### src/rtl/traffic_pkg.sv
// ============================================================================
//  Module      : traffic_pkg
//  Description : Shared light codes, FSM state type, approach index type and
//                the density saturation helper for the phase arbiter.
//  Revision    : 1.0 - initial release
// ============================================================================
`default_nettype none

package traffic_pkg;

    localparam logic [2:0] LIGHT_RED   = 3'b100;
    localparam logic [2:0] LIGHT_AMBER = 3'b010;
    localparam logic [2:0] LIGHT_GREEN = 3'b001;

    typedef enum logic [1:0] {
        ST_ALL_RED = 2'd0,
        ST_GREEN   = 2'd1,
        ST_AMBER   = 2'd2
    } state_t;

    typedef logic [1:0] approach_t;
    typedef logic [1:0] dens_t;

    // A density code of 3 is not meaningful on the sensor side; fold it to heavy.
    function automatic dens_t sat_density(input dens_t d);
        return (d == 2'd3) ? 2'd2 : d;
    endfunction

endpackage

`default_nettype wire

### src/rtl/traffic_phase_arbiter_phase_select.sv
// ============================================================================
//  Module      : phase_select
//  Description : Combinational next-approach picker. Starved approaches win
//                first, then highest density; ties go round-robin from
//                cur_phase+1 (which also covers the all-empty idle case).
//  Revision    : 1.0 - initial release
// ============================================================================
`default_nettype none

module phase_select
    import traffic_pkg::*;
#(
    parameter int CNT_W      = 5,
    parameter int STARVE_LIM = 3
) (
    input  dens_t     [3:0]            dens,
    input  logic      [3:0][CNT_W-1:0] skip,
    input  approach_t                  cur_phase,
    output approach_t                  winner
);

    always_comb begin
        approach_t idx;
        logic      found;
        dens_t     best;
        approach_t starved_w;
        approach_t dense_w;
        idx       = '0;
        found     = 1'b0;
        best      = '0;
        starved_w = cur_phase + 2'd1;
        dense_w   = cur_phase + 2'd1;
        // k = 4 wraps to cur_phase itself, so it is considered last.
        for (int k = 1; k <= 4; k++) begin
            idx = cur_phase + approach_t'(k);
            if (!found && dens[idx] != 2'd0 && skip[idx] == CNT_W'(STARVE_LIM)) begin
                found     = 1'b1;
                starved_w = idx;
            end
            if (dens[idx] > best) begin
                best    = dens[idx];
                dense_w = idx;
            end
        end
        winner = found ? starved_w : dense_w;
    end

endmodule

`default_nettype wire

### src/rtl/traffic_phase_arbiter.sv
// ============================================================================
//  Module      : traffic_phase_arbiter
//  Description : Four-approach intersection phase scheduler with min/max
//                green, amber, all-red clearance and starvation fairness.
//                Optional pedestrian walk support under macro PED_WALK_EN.
//  Revision    : 1.0 - initial release
// ============================================================================
`default_nettype none

module traffic_phase_arbiter
    import traffic_pkg::*;
#(
    parameter int CNT_W      = 5,
    parameter int GREEN_MIN  = 10,
    parameter int GREEN_MAX  = 30,
    parameter int AMBER_T    = 3,
    parameter int ALLRED_T   = 1,
    parameter int STARVE_LIM = 3
) (
    input  logic       clk,
    input  logic       rst_n,
`ifdef PED_WALK_EN
    input  logic [3:0] ped_req,
    output logic [3:0] walk,
`endif
    input  logic [1:0] dens_a,
    input  logic [1:0] dens_b,
    input  logic [1:0] dens_c,
    input  logic [1:0] dens_d,
    output logic [2:0] light_a,
    output logic [2:0] light_b,
    output logic [2:0] light_c,
    output logic [2:0] light_d,
    output logic [1:0] cur_phase,
    output logic       phase_start
);

    state_t                  r_state;
    state_t                  w_state_next;
    logic      [CNT_W-1:0]   r_timer;
    logic      [CNT_W-1:0]   w_timer_next;
    logic      [CNT_W-1:0]   r_green_cnt;
    approach_t               r_cur;
    logic                    r_phase_start;
    logic      [3:0][CNT_W-1:0] r_skip;
    dens_t     [3:0]         w_raw;
    dens_t     [3:0]         w_eff;
    approach_t               w_winner;
    logic                    w_grant;
    logic                    w_exit;
    logic                    w_walk_busy;
    logic                    w_other_higher;
    logic                    w_other_starved;
    logic                    w_other_req;
    logic      [3:0][2:0]    w_lights;

    assign w_raw = {dens_d, dens_c, dens_b, dens_a};

`ifdef PED_WALK_EN
    logic [3:0] r_ped_pend;
    logic       r_walk_on;
    logic [3:0] w_grant_mask;

    assign w_grant_mask = w_grant ? (4'd1 << w_winner) : 4'd0;
    assign w_walk_busy  = r_walk_on;
    assign walk         = r_walk_on ? (4'd1 << r_cur) : 4'd0;

    // A press arriving during its own walk survives the clear and waits for the next grant.
    always_ff @(posedge clk or negedge rst_n) begin
        if (!rst_n) begin
            r_ped_pend <= '0;
            r_walk_on  <= 1'b0;
        end else begin
            r_ped_pend <= (r_ped_pend & ~w_grant_mask) | ped_req;
            if (w_grant)
                r_walk_on <= r_ped_pend[w_winner];
            else if (r_state == ST_GREEN && r_green_cnt >= CNT_W'(GREEN_MIN))
                r_walk_on <= 1'b0;
        end
    end
`else
    assign w_walk_busy = 1'b0;
`endif

    always_comb begin
        for (int i = 0; i < 4; i++) begin
            w_eff[i] = sat_density(w_raw[i]);
`ifdef PED_WALK_EN
            if (r_ped_pend[i] && w_eff[i] == 2'd0)
                w_eff[i] = 2'd1;
`endif
        end
    end

    phase_select #(
        .CNT_W      (CNT_W),
        .STARVE_LIM (STARVE_LIM)
    ) u_phase_select (
        .dens      (w_eff),
        .skip      (r_skip),
        .cur_phase (r_cur),
        .winner    (w_winner)
    );

    always_comb begin
        w_other_higher  = 1'b0;
        w_other_starved = 1'b0;
        w_other_req     = 1'b0;
        for (int i = 0; i < 4; i++) begin
            if (approach_t'(i) != r_cur) begin
                if (w_eff[i] > w_eff[r_cur])
                    w_other_higher = 1'b1;
                if (w_eff[i] != 2'd0)
                    w_other_req = 1'b1;
                if (w_eff[i] != 2'd0 && r_skip[i] == CNT_W'(STARVE_LIM))
                    w_other_starved = 1'b1;
            end
        end
        w_exit = !w_walk_busy &&
                 ((r_green_cnt >= CNT_W'(GREEN_MIN) && (w_other_higher || w_other_starved)) ||
                  (r_green_cnt == CNT_W'(GREEN_MAX) && w_other_req));
    end

    always_ff @(posedge clk or negedge rst_n) begin
        if (!rst_n) begin
            r_state <= ST_ALL_RED;
            r_timer <= CNT_W'(ALLRED_T);
        end else begin
            r_state <= w_state_next;
            r_timer <= w_timer_next;
        end
    end

    always_comb begin
        w_state_next = r_state;
        w_timer_next = r_timer;
        w_grant      = 1'b0;
        case (r_state)
            ST_ALL_RED: begin
                if (r_timer <= CNT_W'(1)) begin
                    w_state_next = ST_GREEN;
                    w_grant      = 1'b1;
                end else begin
                    w_timer_next = r_timer - CNT_W'(1);
                end
            end
            ST_GREEN: begin
                if (w_exit) begin
                    w_state_next = ST_AMBER;
                    w_timer_next = CNT_W'(AMBER_T);
                end
            end
            ST_AMBER: begin
                if (r_timer <= CNT_W'(1)) begin
                    w_state_next = ST_ALL_RED;
                    w_timer_next = CNT_W'(ALLRED_T);
                end else begin
                    w_timer_next = r_timer - CNT_W'(1);
                end
            end
            default: begin
                w_state_next = ST_ALL_RED;
                w_timer_next = CNT_W'(ALLRED_T);
            end
        endcase
    end

    always_ff @(posedge clk or negedge rst_n) begin
        if (!rst_n) begin
            r_cur         <= 2'd3;
            r_green_cnt   <= '0;
            r_phase_start <= 1'b0;
            r_skip        <= '0;
        end else begin
            r_phase_start <= w_grant;
            if (w_grant) begin
                r_cur       <= w_winner;
                r_green_cnt <= CNT_W'(1);
                for (int i = 0; i < 4; i++) begin
                    if (approach_t'(i) == w_winner)
                        r_skip[i] <= '0;
                    else if (w_eff[i] != 2'd0 && r_skip[i] < CNT_W'(STARVE_LIM))
                        r_skip[i] <= r_skip[i] + CNT_W'(1);
                end
            end else if (r_state == ST_GREEN && r_green_cnt < CNT_W'(GREEN_MAX)) begin
                r_green_cnt <= r_green_cnt + CNT_W'(1);
            end
        end
    end

    always_comb begin
        w_lights = {4{LIGHT_RED}};
        if (r_state == ST_GREEN)
            w_lights[r_cur] = LIGHT_GREEN;
        else if (r_state == ST_AMBER)
            w_lights[r_cur] = LIGHT_AMBER;
    end

    assign light_a     = w_lights[0];
    assign light_b     = w_lights[1];
    assign light_c     = w_lights[2];
    assign light_d     = w_lights[3];
    assign cur_phase   = r_cur;
    assign phase_start = r_phase_start;

endmodule

`default_nettype wire

### config.mk
export PLATFORM = sky130hd
export DESIGN_NAME = traffic_phase_arbiter
export DESIGN_NICKNAME = d
export VERILOG_FILES = /design/src/rtl/traffic_pkg.sv /design/src/rtl/traffic_phase_arbiter_phase_select.sv /design/src/rtl/traffic_phase_arbiter.sv
export SDC_FILE = /design/constraint.sdc
export NUM_CORES = 1
export LEC_CHECK = 0
export ABC_AREA = 1
export CAP_MARGIN = 20
export CORE_ASPECT_RATIO = 0.5
export CORE_MARGIN = 3
export CORE_UTILIZATION = 62
export DETAILED_ROUTE_END_ITERATION = 10
export DONT_BUFFER_PORTS = 1
export GPL_TIMING_DRIVEN = 0
export PLACE_DENSITY_LB_ADDON = 0.12
export SYNTH_ARGS = -nofsm -noshare
export SYNTH_HDL_FRONTEND = slang
export SYNTH_SLANG_ARGS = --single-unit
### constraint.sdc
create_clock -name clk -period 5.35 [get_ports clk]
set_clock_uncertainty 0.15 [all_clocks]
set_input_delay 1.07 -clock clk [delete_from_list [all_inputs] [get_ports clk]]
set_output_delay 1.07 -clock clk [all_outputs]
set_load 0.1 [all_outputs]
==> After elaboration in Yosys (flattened, before gate mapping) <==
Index checks and enable logic that the tools add are counted.
{ "word_totals": {"ff_bits": 35, "output_inout_bits": 15, "input_bits": 10, "wordCells": 192} }
{ "classes": {"add_sub_neg": 9, "reduce_logical": 46, "magnitude_cmp": 20, "bitwise": 1, "n_eq_ne": 25, "n_mux": 82} }
{ "op_table": {"columns": ["cell", "count"], "rows": [
  ["$mux W5", 17],
  ["$mux W2", 21],
  ["$bmux W5 S2", 4],
  ["$eq A5 B2 Y1 const B", 8],
  ["$mux W1", 30],
  ["$reduce_bool A2 Y1", 14],
  ["$add A5 B1 Y5 const B", 5],
  ["$mux W12", 2],
  ["$lt A5 B2 Y1 const B", 4],
  ["$logic_and A1 B1 Y1", 19],
  ["$bmux W2 S2", 4],
  ["$pmux W5 S3", 1],
  ["$gt A2 B2 Y1", 7],
  ["$lt A2 B3 Y1 const B", 4],
  ["$eq A2 B2 Y1 const B", 5],
  ["$reduce_and A2 Y1", 5],
  ["$ne A2 B2 Y1 const B", 4],
  ["$demux W3 S2", 1],
  ["$pmux W2 S3", 1],
  ["$eq A5 B5 Y1 const B", 1],
  ["$ge A5 B4 Y1 const B", 1],
  ["$le A5 B1 Y1 const B", 1],
  ["$lt A5 B5 Y1 const B", 1],
  ["$sub A5 B1 Y5 const B", 1],
  ["other kinds (15)", 22]
]} }

==> Longest topological paths before layout <==
{ "logic_depth": {"ltp_word": 23, "mapped_depth": 34, "mapped_depth_nobuf": 32} }

==> Cells and area by module <==
From an unflattened synthesis, not the netlist that was laid out.
{ "hier_totals": {"hier_cells": 520, "area_unflattened_um2": 3300.7} }
{ "by_module_without_submodules": {"columns": ["module", "seq_area_each_um2", "area_each_um2", "n_inst", "cells_each"], "rows": [
  ["traffic_phase_arbiter", 879.6, 2245.9, 1, 313],
  ["phase_select", 0.0, 1054.8, 1, 207]
]} }

==> Least setup slack after synthesis <==
Ideal clock, no wire load.
{ "synth_path": {"path_type": "register -> register", "from": "register r_cur[0] (netlist: cur_phase[0])", "to": "register r_skip[15] in the netlist's numbering", "setup_slack_ps": 506, "path_buffers": 3, "required_ps": 5082, "arrival_time_ps": 4576, "setup_time_ps": 118, "period_less_slack_ps": 4844, "stages_incl_launch_ff": 30, "cell_sequence": "dfstp_2 -> buf_6 -> inv_2 -> buf_6 -> ha_1 -> buf_2 -> inv_1 -> nand3_1 -> nand2_1 -> inv_1 -> ha_1 -> nand2_1 -> o21ai_0 -> o21ai_0 -> ha_1 -> nand2_1 -> nand2_1 -> o21ai_0 -> ha_1 -> nor2_1 -> o21ai_0 -> o21ai_0 -> o22ai_1 -> nand3_1 -> nand2_4 -> nand2_2 -> nand2_2 -> nand2_2 -> nand2_1 -> nand2_1"} }
{ "synth_between": {"elab_chain_cells": 22, "elab_cells_between_ends": 59, "classes_between": "3 x add/sub; 4 x order compare; 5 x eq/ne; 31 x mux; 16 x reduce/logical"} }
{ "synth_lines": {"columns": ["item", "line_no", "rtl"], "rows": [
  ["from (decl)", "traffic_phase_arbiter.sv:43", "approach_t r_cur;"],
  ["from (signal assigned)", "traffic_phase_arbiter.sv:177", "r_cur <= w_winner;"],
  ["branches (longest 18 deep; another with $add A2 B1 Y2)", null, null],
  ["$mux W2 (*)", "traffic_phase_arbiter_phase_select.sv:45", "winner = found ? starved_w : dense_w;"],
  ["$eq A2 B2 Y1 (*)", "traffic_phase_arbiter.sv:180", "if (approach_t'(i) == w_winner)"],
  ["$reduce_bool A2 Y1 (no source line)", null, null],
  ["$reduce_and A2 Y1 (no source line)", null, null],
  ["to (signal, indexed assignment)", "traffic_phase_arbiter.sv:183", "r_skip[i] <= r_skip[i] + CNT_W'(1);"],
  ["to (decl)", "traffic_phase_arbiter.sv:45", "logic [3:0][CNT_W-1:0] r_skip;"]
]} }
Every way passes the cells marked *. The select of a mux whose other input is x is not followed.
A chain may end at the register's enable or synchronous reset.

==> Worst setup path in the final report <==
{ "layout_path": {"from": "register r_cur[0] (netlist: cur_phase[0])", "to": "register r_skip[6] in the netlist's numbering"} }
{ "layout_between": {"elab_chain_cells": 22, "elab_cells_between_ends": 59, "classes_between": "3 x add/sub; 4 x order compare; 5 x eq/ne; 31 x mux; 16 x reduce/logical"} }
{ "layout_lines": {"columns": ["item", "line_no"], "rows": [
  ["branches (longest 18 deep; another with $add A2 B1 Y2)", null],
  ["$mux W2 (*)", "traffic_phase_arbiter_phase_select.sv:45"],
  ["$eq A1 B2 Y1 (*)", "traffic_phase_arbiter.sv:180"],
  ["$reduce_bool A2 Y1 (no source line)", null],
  ["$reduce_and A2 Y1 (no source line)", null]
]} }
Marked as above.

==> impl_results.md <==
- Status: completed
- Fraction of synthesized cell area in xor and xnor cells: roughly 2.2%
- Post-detailed-route via-to-cell ratio: 5.76
- Cell type of the slowest stage on the worst timing path: sky130_fd_sc_hd__dfstp_4
- Portion of the post-synthesis area used by sequential elements: 28.1%
- CORE AREA: 4640 um^2
- Number of setup violations in the final report: 0
- Category of the most critical setup path: reg -> reg
- Aggregate global routing overflow: 0
- Final hold vios: 0
- Clock tree from TritonCTS: done
- Filler cell count in the final layout: 392
- DRT Pass-1 Iters: 4
- Number of synthesized register bits: 35
- Die width: about 110 um
- Netlist cell types: 38
- H-tree depth: 2
- Number of design-rule violations left by the first detailed-router iteration: approximately 270
- Number of global-route vias before repair: 2797
- Rel. slew slack: 28.8%
- Final period demand of the worst path: 5.03 ns
- Port buffer count: 0
- Kind of path behind the tightest hold check: in -> async
- Count of flip-flops with a built-in enable after synthesis: 0
- Tot GR Track Use: 26.2%
- Bufs on Longest Clock Path: 2
- Critical Path Most Common Cell: sky130_fd_sc_hd__nand2_1
- Critical path peak fanout: 11
- Post-synthesis mux area share: 1.44%
- Placed cell count: about 530
- Clock latency of the later-clocked register in the worst-skew pair: 0.29 ns
- Slowest Stage Delay on Critical Path: 0.81 ns
- Number of cells produced by synthesis: 460
- Compound-Gate Fraction of Synth Area: 12.3%
- Synth async-reset ratio: 100%
- Seq. cell area: 887 um^2
- Boundary Pins: 25
- Critical path buffers and inverters: 6
- Post-Synth Simple-Gate Area: 33.7%
- Clock tree root buffer cell: sky130_fd_sc_hd__clkbuf_8
- Footprint of the multi-input gates: 1950 um^2
- Total die area: roughly 6000 um^2
- Initial core utilization: between 60% and 70%
- Clock buffer count from CTS: 5
- Detailed-route wire length per cell: 14.5 um
- Initial antenna violation count: 0
- Drt drc: 0
- Arrival time of the worst setup path: 5.06 ns
- Weighted congestion reported at the end of routability-driven placement: 0.963
- Post-CTS Hold Fix Bufs: 0
- Slew at the pin closest to its max-slew limit: around 1.1 ns
- Nets@finish: 512
- Post-detailed-routing wire length: 7840 um
- Sort of element at the start of the critical path: register
- Worst slack on hold paths: approximately 0.31 ns
- Cell Count, Final, Fillers Out: 541
- Synthesized area per cell: just under 7 um^2
- Worst-path clk slew: 0.08 ns
- Worst EP required: 5.38 ns
- Worst setup margin: around 0.32 ns
- Fraction of layout instances using a drive strength above 1: 13.3%
- Adder-cell area share of the yosys netlist: 11.2%
- Max Fclk: roughly 0.2 GHz
- Die Y: 56.3 um
- Top FF cell, synth: sky130_fd_sc_hd__dfrtp_1
- Total number of placement rows: 17
- Post-Synthesis Cell Area: roughly 3100 um^2
- Remaining number of nets flagged by the antenna check after routing: 0
- Syn_nets: 498
- Largest net degree at the start of global routing: 36
- Post-placement setup slack: -0.187 ns
- Number of maximum-capacitance violations: 0
- Wire length of the first global-routing pass: 12700 um
- Number of warnings printed during yosys synthesis: 0
- Post-synthesis to final-layout area growth: 9.54%
- Final period utilization: 94.0%
- TritonCTS sink count: 35
- Count of vias placed by the detailed router: 3116
- Dominant combinational cell family by area after synthesis: simple AND/OR/NAND/NOR gates
- Kind of end point of the critical path: register
- Antenna diode count: 0
- Number of pins with negative max-slew slack in the final report: 0
- Family with the most delay on the worst path: simple AND/OR/NAND/NOR gates
- Half-perimeter wire length of the detailed placement result: 5980 um
-- stage by stage --
| step | util (%) | instance area, um^2 | setup TNS [ns] |
|---|---|---|---|
| 4_1_cts | 72.4 | 3360 | 0 |
| 3_3_place_gp | 69.3 | 3220 | -0.0149 |
| 3_5_place_dp | 69.8 | 3240 | -2.08 |
| 5_1_grt | 74.0 | 3430 | -0.0740 |
| 6_report | 74.0 | 3430 | 0 |
| 2_1_floorplan | - | 3130 | 0 |
-- cell usage in the layout (no fill, tap or decap), types with 7 or more instances in the layout --
cell type / count
sky130_fd_sc_hd__a21oi_1: 15
sky130_fd_sc_hd__buf_4: 7
sky130_fd_sc_hd__clkbuf_1: 7
sky130_fd_sc_hd__dfrtp_1: 32
sky130_fd_sc_hd__ha_1: 28
sky130_fd_sc_hd__inv_1: 64
sky130_fd_sc_hd__nand2_1: 118
sky130_fd_sc_hd__nand2_2: 11
sky130_fd_sc_hd__nand3_1: 31
sky130_fd_sc_hd__nand4_1: 20
sky130_fd_sc_hd__nor2_1: 34
sky130_fd_sc_hd__nor2_2: 8
sky130_fd_sc_hd__o21ai_0: 27
sky130_fd_sc_hd__xor2_1: 8
-- area by class of cell --
type                    count  area share [%]
multi-input cells         340            56.7
plain buffers              13            2.33
inverters                  72            7.98
flip-flops and latches     35            25.8
repair buffers              7            1.46
clock buffers               5            2.01
well taps                  66            2.41
clock inverters             3            1.28
-- cells by family (layout without fill, tap and decap cells) --
| family | Yosys count | count (layout) |
|---|---|---|
| buffers and inverters | 85 | 100 |
| flip-flops | 35 | 35 |
| adder cells (fa/ha/maj) | 28 | 28 |
| multiplexers | 2 | 2 |
| AND/OR/NAND/NOR | 236 | 236 |
| AO/OA/AOI/OAI | 66 | 66 |
| XOR/XNOR | 8 | 8 |
-- Yosys cell counts (4+ instances only) --
cell type	count	share of area, %
sky130_fd_sc_hd__clkbuf_1	7	0.84
sky130_fd_sc_hd__nand2_1	118	14
sky130_fd_sc_hd__nand3_1	32	5.1
sky130_fd_sc_hd__nor2_1	42	5.0
sky130_fd_sc_hd__ha_1	28	11
sky130_fd_sc_hd__inv_1	65	7.8
sky130_fd_sc_hd__nand2_2	11	2.2
sky130_fd_sc_hd__nor3_1	4	0.64
sky130_fd_sc_hd__xor2_1	8	2.2
sky130_fd_sc_hd__nand4_1	20	4.0
sky130_fd_sc_hd__o21ai_0	31	5.0
sky130_fd_sc_hd__dfrtp_1	32	26
sky130_fd_sc_hd__inv_2	4	0.48
sky130_fd_sc_hd__a21oi_1	15	2.4
-- final timing paths --
kind	startpoint	to	slack, ns	cells after the start
max reg2reg	cur_phase[0]$_DFFE_PN1P_	r_skip[6]$_DFFE_PN0P_	0.32	31
max in group asynchronous	rst_n	r_timer[0]$_DFFE_PN1P_	4.56	0
min	rst_n	r_skip[0]$_DFFE_PN0P_	0.31	0
min in group clk	r_timer[1]$_DFFE_PN0P_	r_timer[1]$_DFFE_PN0P_	0.35	2
max	cur_phase[0]$_DFFE_PN1P_	r_skip[6]$_DFFE_PN0P_	0.32	31
min reg2reg	r_timer[1]$_DFFE_PN0P_	r_timer[1]$_DFFE_PN0P_	0.35	2
-- state kept, by name, indices dropped and copies added (netlist names) --
| name | cells |
|---|---|
| r_skip | 20 |
| r_green_cnt | 5 |
| r_timer | 5 |
| cur_phase | 2 |
| r_state | 2 |
| phase_start | 1 |
-- routing by layer --
layer,GRT usage (%),vias to the layer above,part of all wire (%)
li1,-,1516,-
met1,35.3,1473,45
met2,43.7,116,47
met3,5.97,11,7.9
met4,5.28,0,0.80
met5,0,-,0
-- timing repair --
item,in CTS,in global routing
pin swaps,0,3
endpoints found under the setup margin,20,22
gates resized for setup,4,8
cloned,0,0
buffers inserted,0,7
Power is left out: the tool's default activity adds up to more than one toggle a clock period on the data nets, which glitch-free logic cannot reach.
